==> src/rtl/alu_pkg.sv <==
// Shared definitions for the two-requester ALU arbiter: op encodings,
// flag bit positions and the control FSM states.
package alu_pkg;

    typedef enum logic [1:0] {
        OP_ADD = 2'b00,
        OP_SUB = 2'b01,
        OP_AND = 2'b10,
        OP_OR  = 2'b11
    } alu_op_t;

    // Flag positions within the [0:3] flag vector (index 0 is the MSB).
    localparam int FLAG_V    = 0;
    localparam int FLAG_C    = 1;
    localparam int FLAG_N    = 2;
    localparam int FLAG_Z    = 3;
    localparam int NUM_FLAGS = 4;

    typedef enum logic [1:0] {
        ST_IDLE,
        ST_EXEC,
        ST_RESP
    } state_t;

endpackage

==> src/rtl/rr_arb2.sv <==
// Two-way round-robin grant: a lone requester always wins; on contention
// the requester that was not granted last wins.
module rr_arb2 (
    input  logic [0:1] valid,
    input  logic       last,
    output logic [0:1] grant
);

    assign grant[0] = valid[0] & (~valid[1] | last);
    assign grant[1] = valid[1] & (~valid[0] | ~last);

endmodule

==> src/rtl/alu_arbiter.sv <==
// Arbitrates two requesters onto one external combinational ALU; each
// operation runs IDLE (accept) -> EXEC (drive ALU) -> RESP (hold result).
module alu_arbiter
    import alu_pkg::*;
#(
    parameter int BITS = 64
) (
    input  logic                 clk,
    input  logic                 rst_n,
    input  logic [0:1]           req_valid,
    output logic [0:1]           req_ready,
    input  logic [0:BITS-1]      req_a0,
    input  logic [0:BITS-1]      req_b0,
    input  logic [0:BITS-1]      req_a1,
    input  logic [0:BITS-1]      req_b1,
    input  logic [0:1]           req_op0,
    input  logic [0:1]           req_op1,
    output logic [0:1]           rsp_valid,
    input  logic [0:1]           rsp_ready,
    output logic [0:BITS-1]      rsp_result,
    output logic [0:NUM_FLAGS-1] rsp_flags,
    output logic [0:BITS-1]      alu_srca,
    output logic [0:BITS-1]      alu_srcb,
    output logic [0:1]           alu_ctrl,
    input  logic [0:BITS-1]      alu_result,
    input  logic [0:NUM_FLAGS-1] alu_flags
);

    state_t                 state;
    state_t                 state_nxt;
    logic                   last_grant;   // index of requester served last
    logic                   owner;        // index of requester in flight
    logic [0:1]             grant;
    logic                   accept;
    logic                   rsp_done;
    logic [0:BITS-1]        op_a;
    logic [0:BITS-1]        op_b;
    alu_op_t                op_ctrl;
    logic [0:BITS-1]        res_result;
    logic [0:NUM_FLAGS-1]   res_flags;

    rr_arb2 u_arb (
        .valid (req_valid),
        .last  (last_grant),
        .grant (grant)
    );

    assign accept   = (state == ST_IDLE) && (|req_valid);
    assign rsp_done = (state == ST_RESP) && rsp_ready[owner];

    // NOTE: sequential state uses non-blocking assignments so every flop
    // samples pre-edge values; reset is synchronous, so it sits inside the edge.
    always_ff @(posedge clk) begin
        if (!rst_n) state <= ST_IDLE;
        else        state <= state_nxt;
    end

    always_comb begin
        state_nxt = state;
        case (state)
            ST_IDLE: if (accept)   state_nxt = ST_EXEC;
            ST_EXEC:               state_nxt = ST_RESP;
            ST_RESP: if (rsp_done) state_nxt = ST_IDLE;
            default:               state_nxt = ST_IDLE;
        endcase
    end

    // Handshake outputs are forced low while reset is held so nothing
    // looks accepted before the first reset edge settles the FSM.
    always_comb begin
        req_ready = 2'b00;
        rsp_valid = 2'b00;
        if (rst_n) begin
            if (state == ST_IDLE) req_ready = grant;
            if (state == ST_RESP) rsp_valid[owner] = 1'b1;
        end
    end

    // NOTE: data registers are reset too, so alu_ctrl and the response
    // bus read as zero after reset rather than carrying a stale operation.
    always_ff @(posedge clk) begin
        if (!rst_n) begin
            last_grant <= 1'b1;
            owner      <= 1'b0;
            op_a       <= '0;
            op_b       <= '0;
            op_ctrl    <= OP_ADD;
            res_result <= '0;
            res_flags  <= '0;
        end else begin
            if (accept) begin
                owner   <= grant[1];
                op_a    <= grant[1] ? req_a1 : req_a0;
                op_b    <= grant[1] ? req_b1 : req_b0;
                op_ctrl <= alu_op_t'(grant[1] ? req_op1 : req_op0);
            end
            if (state == ST_EXEC) begin
                res_result <= alu_result;
                res_flags  <= alu_flags;
            end
            if (rsp_done) last_grant <= owner;
        end
    end

    assign alu_srca   = op_a;
    assign alu_srcb   = op_b;
    assign alu_ctrl   = op_ctrl;
    assign rsp_result = res_result;
    assign rsp_flags  = res_flags;

endmodule

==> config.mk <==
export PLATFORM = sky130hd
export DESIGN_NAME = alu_arbiter
export DESIGN_NICKNAME = d
export VERILOG_FILES = /design/src/rtl/alu_pkg.sv /design/src/rtl/rr_arb2.sv /design/src/rtl/alu_arbiter.sv
export SDC_FILE = /design/constraint.sdc
export NUM_CORES = 1
export LEC_CHECK = 0
export BUFFER_PORTS_ARGS = -buffer_cell sky130_fd_sc_hd__buf_2
export CAP_MARGIN = 30
export CORE_AREA = 4 4 209 211
export CTS_BUF_LIST = sky130_fd_sc_hd__clkbuf_2
export DETAILED_ROUTE_END_ITERATION = 7
export DIE_AREA = 0 0 213 215
export HOLD_SLACK_MARGIN = 0.06
export PLACE_DENSITY_LB_ADDON = 0.3
export SYNTH_ARGS = -nofsm -noshare
export SYNTH_HDL_FRONTEND = slang
export SYNTH_SLANG_ARGS = --single-unit
==> constraint.sdc <==
create_clock -name clk -period 5.2 [get_ports clk]
set_input_delay 1.56 -clock clk [delete_from_list [all_inputs] [get_ports clk]]
set_output_delay 1.56 -clock clk [all_outputs]
set_load 0.005 [all_outputs]
# Word level (Yosys, flattened, before mapping)
# Index checks and enable logic that the tools add are counted.
# W data, S select, Z words.
# word_totals
word_cells,43
out_inout_bits,202
in_bits,334
register_bits,202
# op_classes
eq_ne,4
order_cmp,2
muxes,15
reduce_logical,6
bitwise_logic,8
# op_table
op,n
$mux W64,2
$mux W2,7
$pmux W2 S3,1
$mux W1,4
$ne A2 B2 Y1 const B,2
$logic_and A1 B1 Y1,3
$not A1 Y1,3
$and A1 B1 Y1,2
$eq A2 B1 Y1 const B,1
$eq A2 B2 Y1 const B,1
$ge A2 B2 Y1 const B,1
$logic_not A2 Y1,1
$lt A2 B1 Y1 const B,1
$not A1 Y2,1
$or A1 B1 Y1,2
$reduce_and A2 Y1,1
$reduce_or A2 Y1,1
$demux W1 S1,1

# Longest topological paths before layout
# Gate-level depths: netlist of run 1.
# depth
ltp_word,7
ltp_mapped,7

# Hierarchy
# A second synthesis of run 1 with hierarchy kept.
# hier_totals
hier_cells,918
hier_area_um2,8535.7
# modules_own_cells
module,n_inst,cells_per_inst,seq_area_each_um2,area_each_um2
alu_arbiter,1,915,4043.9,8516.9
rr_arb2,1,3,0.0,18.8

# Least setup slack after synthesis of run 1
# OpenSTA, ideal clock, no wires.
# synth_timing
path_type,input -> output
from,input req_valid[1] (netlist bit)
to,output req_ready[1] (netlist bit)
t_required_ns,3.640
n_path_buf,3
arrival_ns,2.382
stages,5
path_slack_ns,1.258
path_cell_list,a21bo_2 -> buf_2 -> buf_2 -> buf_1 -> nor2_1
# synth_via
elab_chain_len,3
# synth_lines
item,line,rtl
"start, declared",alu_arbiter.sv:10,"input logic [0:1] req_valid,"
$and A1 B1 Y1,rr_arb2.sv:10,assign grant[1] = valid[1] & (~valid[0] | ~last);
$mux W2,alu_arbiter.sv:74,if (state == ST_IDLE) req_ready = grant;
$mux W2,alu_arbiter.sv:73,if (rst_n) begin
"end, declared",alu_arbiter.sv:11,"output logic [0:1] req_ready,"
# No other way between the ends.

# Worst setup path after layout of run 1
# layout_timing
from,input rst_n
to,output req_ready[0] (netlist bit)
# layout_via
elab_chain_len,1
# layout_lines
item,line,rtl
"start, declared",alu_arbiter.sv:9,"input logic rst_n,"
$mux W2,alu_arbiter.sv:73,
# No other way between the ends.

==> results of run 1 <==
[stage by stage]
| step | power, mW | cell area (um2) | instances | setup WS [ns] |
|---|---|---|---|---|
| after floorplan | 2.34 | 8740 | 1062 | 1.26 |
| after global placement | 2.78 | 11800 | 2049 | 1.41 |
| final | 3.89 | 12400 | 2154 | 1.40 |
| after detailed placement | 2.80 | 11900 | 2050 | 1.38 |
| after global routing | 4.15 | 12400 | 2154 | 1.34 |
| after CTS | 3.99 | 12400 | 2151 | 1.39 |
[report_power, final]
| part | switching, mW | leakage, nW | internal [mW] | total (mW) |
|---|---|---|---|---|
| registers | 0.0946 | 1.67 | 1.72 | 1.81 |
| clock network | 0.682 | 0.396 | 0.457 | 1.14 |
| logic | 0.529 | 3.76 | 0.406 | 0.935 |
[registers in the layout (all words and copies together), names as in the netlist]
name	cells
alu_srcb	64
last_grant	1
rsp_flags	4
alu_ctrl	2
owner	1
alu_srca	64
rsp_result	64
state	2
[critical path, cell delays in order]
cell and delay [ns]:
sky130_fd_sc_hd__buf_2 0.24, sky130_fd_sc_hd__nand2_1 0.13, sky130_fd_sc_hd__nor2_1 0.17, sky130_fd_sc_hd__buf_2 0.14
[per-layer routing]
layer,routed length (um),GRT usage [%],up-vias
met1,14400,17.1,4552
met2,17300,24.5,453
met5,0,0,-
met4,1180,5.88,0
li1,-,-,4736
met3,3380,5.02,75
[path summary, 6_finish.rpt]
kind / to / cells after the start
hold reg to reg: alu_srca[1]$_SDFFE_PN0P_ / 2
hold / removal: alu_srca[1]$_SDFFE_PN0P_ / 2
setup reg to reg: alu_srcb[24]$_SDFFE_PN0P_ / 5
setup / recovery: req_ready[0] / 4
[layout by cell type (no fill, tap or decap), types with 2 or more instances in the layout]
cell type and count:
sky130_fd_sc_hd__o21ai_0 2, sky130_fd_sc_hd__buf_2 535, sky130_fd_sc_hd__nand2_1 427, sky130_fd_sc_hd__a311oi_1 30, sky130_fd_sc_hd__inv_1 2, sky130_fd_sc_hd__diode_2 3
sky130_fd_sc_hd__clkinv_1 9, sky130_fd_sc_hd__a32oi_1 29, sky130_fd_sc_hd__dfxtp_1 202, sky130_fd_sc_hd__nor2_1 4, sky130_fd_sc_hd__a311oi_2 71, sky130_fd_sc_hd__buf_12 5
sky130_fd_sc_hd__clkbuf_2 92, sky130_fd_sc_hd__a21oi_1 170, sky130_fd_sc_hd__buf_4 16
[cell type report]
| class | instances | area [um2] | area share [%] |
|---|---|---|---|
| multi-input cells | 749 | 4210 | 34.0 |
| flip-flops and latches | 202 | 4040 | 32.7 |
| well taps | 539 | 674 | 5.45 |
| inverters | 3 | 16.3 | 0.131 |
| clock buffers | 92 | 460 | 3.72 |
| diodes | 3 | 7.51 | 0.0607 |
| clock inverters | 9 | 33.8 | 0.273 |
| repair buffers | 557 | 2930 | 23.6 |
[kinds of logic after synthesis]
family	Yosys count	share of synthesized area, %
DFF	202	46.3
AOI/OAI and AO/OA	307	28.4
and+or+nand+nor	441	19.2
buffers and inverters	111	5.97
muxes	1	0.115
==> key figures, run 1 <==
Global routing
  • Number of global-route vias before repair: 9885
  • Number of antenna violations at the first check in global routing: 3
  • Largest net degree at the start of global routing: 81
  • Wire length of the first global-routing pass: 54400 um
  • Global route total overflow: 0
  • GRT Resource Usage Total: 14.7%

Critical path
  • FF-to-FF Start: state[1]$_SDFFE_PN0P_
  • Max Fanout on Critical Path: 11
  • Reg2Reg Setup Slack: 2.40 ns
  • Class of the most critical setup path: in2out
  • Kind of end point of the critical path: output port
  • Worst setup path start: rst_n
  • Endpoint arrival time on the critical path: 2.24 ns
  • Required arrival time at the worst endpoint: 3.64 ns
  • Startpoint Class: input port

Clock tree
  • Clock tree from TritonCTS: done
  • Post-CTS resize count: 0
  • Post-CTS Setup Bufs: 0
  • Count of hold buffers inserted by post-cts repair: 0
  • Clock sinks: 202
  • Clock buffer count from CTS: 56
  • Clock root buffer master: sky130_fd_sc_hd__clkbuf_2
  • Insertion delay to the later sink of the worst-skew pair: 0.88 ns
  • Maximum clock path buffer count: 3
  • Number of H-tree levels: 2
  • Clock-pin slew of the registers on the worst-case setup and hold paths: 0.09 ns

Synth
  • Main synth FF type: sky130_fd_sc_hd__dfxtp_1
  • Number of flip-flops and latches in the synthesized netlist: 202
  • Most numerous cell types in the synthesized netlist: sky130_fd_sc_hd__nand2_1, sky130_fd_sc_hd__dfxtp_1, sky130_fd_sc_hd__a21oi_1, sky130_fd_sc_hd__a311oi_2, sky130_fd_sc_hd__clkbuf_1
  • Mapped Nets: 1396
  • Synthesized area per cell: 8.23 um2
  • Area of the mapped netlist: 0.00874 mm2
  • Number of cells produced by synthesis: 1062
  • Share of flip-flops with an asynchronous set or reset after synthesis: 0%
  • Register area share after synthesis: 46.3%
  • EDFF count, synth: 0
  • Area fraction of the dominant cell type after synthesis: 46.3%
  • Largest cells by area after synthesis: sky130_fd_sc_hd__dfxtp_1, sky130_fd_sc_hd__nand2_1, sky130_fd_sc_hd__a311oi_2, sky130_fd_sc_hd__a21oi_1, sky130_fd_sc_hd__a311oi_1
  • Most frequent cell after synthesis: sky130_fd_sc_hd__nand2_1
  • Largest area contributor in the netlist: sky130_fd_sc_hd__dfxtp_1
  • Netlist cell types: 29
  • Warning count from the yosys run: 0

Routing
  • Number of remaining DRC errors: 0
  • Number of search-and-repair iterations in the first detailed-routing pass: 5
  • Post-detailed-route via-to-cell ratio: 4.56
  • Number of antenna-violating nets in the routed design: 0
  • Wirelength, routed: 36200 um
  • Total via count in the routed design: 9816
  • Drt initial violations: 607
  • Average wire per standard cell: 16.8 um

Timing
  • Final setup violation count: 0
  • Minimum period implied by the final worst setup slack: 3.80 ns
  • Rel. slew slack: 37.9%
  • Final period utilization: 73.2%
  • Fmax: 0.263 GHz
  • Unrepaired setup endpoints after global routing: no
  • Slew of the pin with the lowest slew margin: 0.931 ns
  • Final max-slew violation count: 0
  • Min Hold Slack: 0.443 ns
  • Hold violation count in the final report: 0
  • Post-Route Setup TNS: 0 ns
  • Post-Route Skew: 0.0684 ns

Final layout
  • Post-layout util: 29.6%
  • Total Nets Final: 1903
  • Signed area change from the synthesized netlist to the final layout: 41.6%
  • Filler cells: 4591
  • Share of layout cells above drive strength 1: 45.2%

Die
  • Starting utilization of the core area: 20.9%
  • Die Span X: 213 um
  • Number of core rows: 75
  • Die area: 0.0458 mm2
  • Area of the core region: 0.0418 mm2
  • Die span in y: 215 um
  • Number of placed I/O pins: 536

Placement
  • Port Buffer Count: 535
  • Post-detailed-placement half-perimeter wirelength: 25800 um
  • Routability congestion estimate: 0.822

Flow run
  • Max capacitance violation total: 0

Power and ir drop
  • Worst VDD drop: 0.000152 V
  • Static Leakage: 5.82 nW
  • Pwr/cell area: 314 mW/mm2

Run status
  • Result of the run: finished clean

Min path
  • Path class of the lowest-slack min-delay path: reg2reg
  • HP Start: alu_srca[1]$_SDFFE_PN0P_
Power figures use the tool's default switching activity.
==> run 2, diff against run 1 <==
- clock period: 5.2 -> 3.7 ns (I/O delays scaled with it)
==> run 2 against run 1 <==
  * Total power grew 40%
  * Cell count grew 0.28%
  * Hold slack improved by 0.0053 ns
  * Sequential share of layout area fell by 0.23 points
  * Count of clock-buffer cells in the layout shrank 10
  * Routed wire length rose by 0.57%
  * Sequential power up 40%
  * Sequential cell count unchanged
  * Via count hardly changed
  * Global-route usage grew 0.085 points
  * Critical path type is now reg2out
  * Critical endpoint unchanged
  * Highest routed layer unchanged
==> key figures, run 2 (synthesis gave the netlist of run 1 again) <==
Final layout
  • Total Nets Final: 1910
  • Signed area change from the synthesized netlist to the final layout: 42.6%
  • Post-layout util: 29.8%
  • Filler cells: 4607
  • Share of layout cells above drive strength 1: 45.0%
  • Final Instance Area: 0.0125 mm2
  • Leading cell types in the layout, fill and taps excluded: sky130_fd_sc_hd__buf_2, sky130_fd_sc_hd__nand2_1, sky130_fd_sc_hd__dfxtp_1
  • Most common library cell in the layout ignoring fill and taps: sky130_fd_sc_hd__buf_2

Timing
  • Final setup violation count: 0
  • Setup slack after layout: 0.449 ns
  • Minimum period implied by the final worst setup slack: 3.25 ns
  • Post-Route Setup TNS: 0 ns
  • Fmax: 0.308 GHz
  • Post-Route Skew: 0.0464 ns
  • Hold violation count in the final report: 0
  • Final max-slew violation count: 0
  • Slew of the pin with the lowest slew margin: 0.757 ns
  • Rel. slew slack: 49.5%
  • Final period utilization: 87.9%
  • Unrepaired setup endpoints after global routing: no

Run status
  • Result of the run: finished clean

Die
  • Number of core rows: 75
  • Area of the core region: 0.0418 mm2
  • Number of placed I/O pins: 536
  • Die area: 0.0458 mm2
  • Starting utilization of the core area: 20.9%
  • Die Span X: 213 um
  • Die span in y: 215 um

Routing
  • Average wire per standard cell: 16.9 um
  • Wirelength, routed: 36400 um
  • Post-detailed-route via-to-cell ratio: 4.55
  • Number of antenna-violating nets in the routed design: 0
  • Number of remaining DRC errors: 0
  • Drt initial violations: 794
  • Number of search-and-repair iterations in the first detailed-routing pass: 4
  • Total via count in the routed design: 9821

Critical path
  • Startpoint Class: register
  • Endpoint arrival time on the critical path: 2.14 ns
  • Max Fanout on Critical Path: 12
  • Reg2Reg Setup Slack: 1.75 ns
  • Kind of end point of the critical path: output port
  • Class of the most critical setup path: reg2out
  • Required arrival time at the worst endpoint: 2.59 ns

Global routing
  • Largest net degree at the start of global routing: 132
  • GRT Resource Usage Total: 14.7%
  • Number of antenna violations at the first check in global routing: 4
  • Global route total overflow: 0
  • Wire length of the first global-routing pass: 54800 um
  • Number of global-route vias before repair: 9950

Min path
  • Path class of the lowest-slack min-delay path: reg2reg

Placement
  • Cell area after placement: 0.0120 mm2
  • Post-detailed-placement half-perimeter wirelength: 26100 um
  • Setup slack at placement: 0.762 ns
  • Routability congestion estimate: 0.844
  • Port Buffer Count: 535

Clock tree
  • Count of hold buffers inserted by post-cts repair: 0
  • Clock root buffer master: sky130_fd_sc_hd__clkbuf_2
  • Clock sinks: 202
  • Number of H-tree levels: 2
  • Maximum clock path buffer count: 3
  • Insertion delay to the later sink of the worst-skew pair: 0.91 ns
  • Post-CTS resize count: 0
  • Clock-pin slew of the registers on the worst-case setup and hold paths: 0.10 ns
  • Post-CTS Setup Bufs: 0
  • Clock buffer count from CTS: 57
  • Clock tree from TritonCTS: done

Power and ir drop
  • Worst VDD drop: 0.000203 V
  • Static Leakage: 5.85 nW
  • Pwr/cell area: 437 mW/mm2

Flow run
  • Max capacitance violation total: 0
==> run 2: changes by cell type in the layout (fill, tap and decap cells not counted) <==
cell / delta
sky130_fd_sc_hd__clkbuf_2: -10
sky130_fd_sc_hd__buf_12: +6
sky130_fd_sc_hd__clkinv_1: +6
sky130_fd_sc_hd__inv_2: +2
sky130_fd_sc_hd__buf_16: -1
sky130_fd_sc_hd__buf_4: +1
sky130_fd_sc_hd__clkinv_2: +1
sky130_fd_sc_hd__diode_2: +1
==> run 2: final timing paths <==
check / from / end / depth (start not counted)
max: state[1]$_SDFFE_PN0P_ / req_ready[0] / 4
min reg2reg: alu_srca[25]$_SDFFE_PN0P_ / alu_srca[25]$_SDFFE_PN0P_ / 2
max reg2reg: state[1]$_SDFFE_PN0P_ / alu_srca[21]$_SDFFE_PN0P_ / 4
min: alu_srca[25]$_SDFFE_PN0P_ / alu_srca[25]$_SDFFE_PN0P_ / 2
==> run 2: where the power goes <==
part | internal [mW] | total (mW) | switching, mW
Clock | 0.593 | 1.57 | 0.979
Sequential | 2.41 | 2.54 | 0.131
Combinational | 0.585 | 1.33 | 0.747
==> run 2: final cells by class <==
class | count | area, um2 | area share (%)
tap | 539 | 674 | 5.41
clock inverter | 18 | 68.8 | 0.552
antenna | 4 | 10.0 | 0.0803
multi-input combinational | 749 | 4210 | 33.8
sequential | 202 | 4040 | 32.5
timing repair buffer | 563 | 3030 | 24.3
inverter | 3 | 16.3 | 0.131
clock buffer | 82 | 410 | 3.29
==> run 2: critical path, cell delays in order, from the launching register on <==
cell and delay (ns):
sky130_fd_sc_hd__dfxtp_1 0.41, sky130_fd_sc_hd__nor2_4 0.36, sky130_fd_sc_hd__nand2_1 0.12, sky130_fd_sc_hd__nor2_1 0.22
sky130_fd_sc_hd__buf_2 0.16
==> run 2: per-stage QoR <==
stage / instances / hold WS, ns / power (mW)
2_1_floorplan: 1062 / 0.442 / 3.29
3_3_place_gp: 2056 / 0.431 / 3.93
3_5_place_dp: 2056 / 0.437 / 3.94
4_1_cts: 2156 / 0.244 / 5.57
5_1_grt: 2160 / 0.282 / 5.83
6_report: 2160 / 0.449 / 5.45
==> run 2: per-layer routing <==
metal	share of wire, %	wire length [um]	GRT usage, %	vias up
met5	0	0	0	-
met1	41	14900	17.7	4523
met2	47	17100	24.4	480
met3	9.8	3580	4.87	58
li1	-	-	-	4760
met4	2.5	926	5.56	0
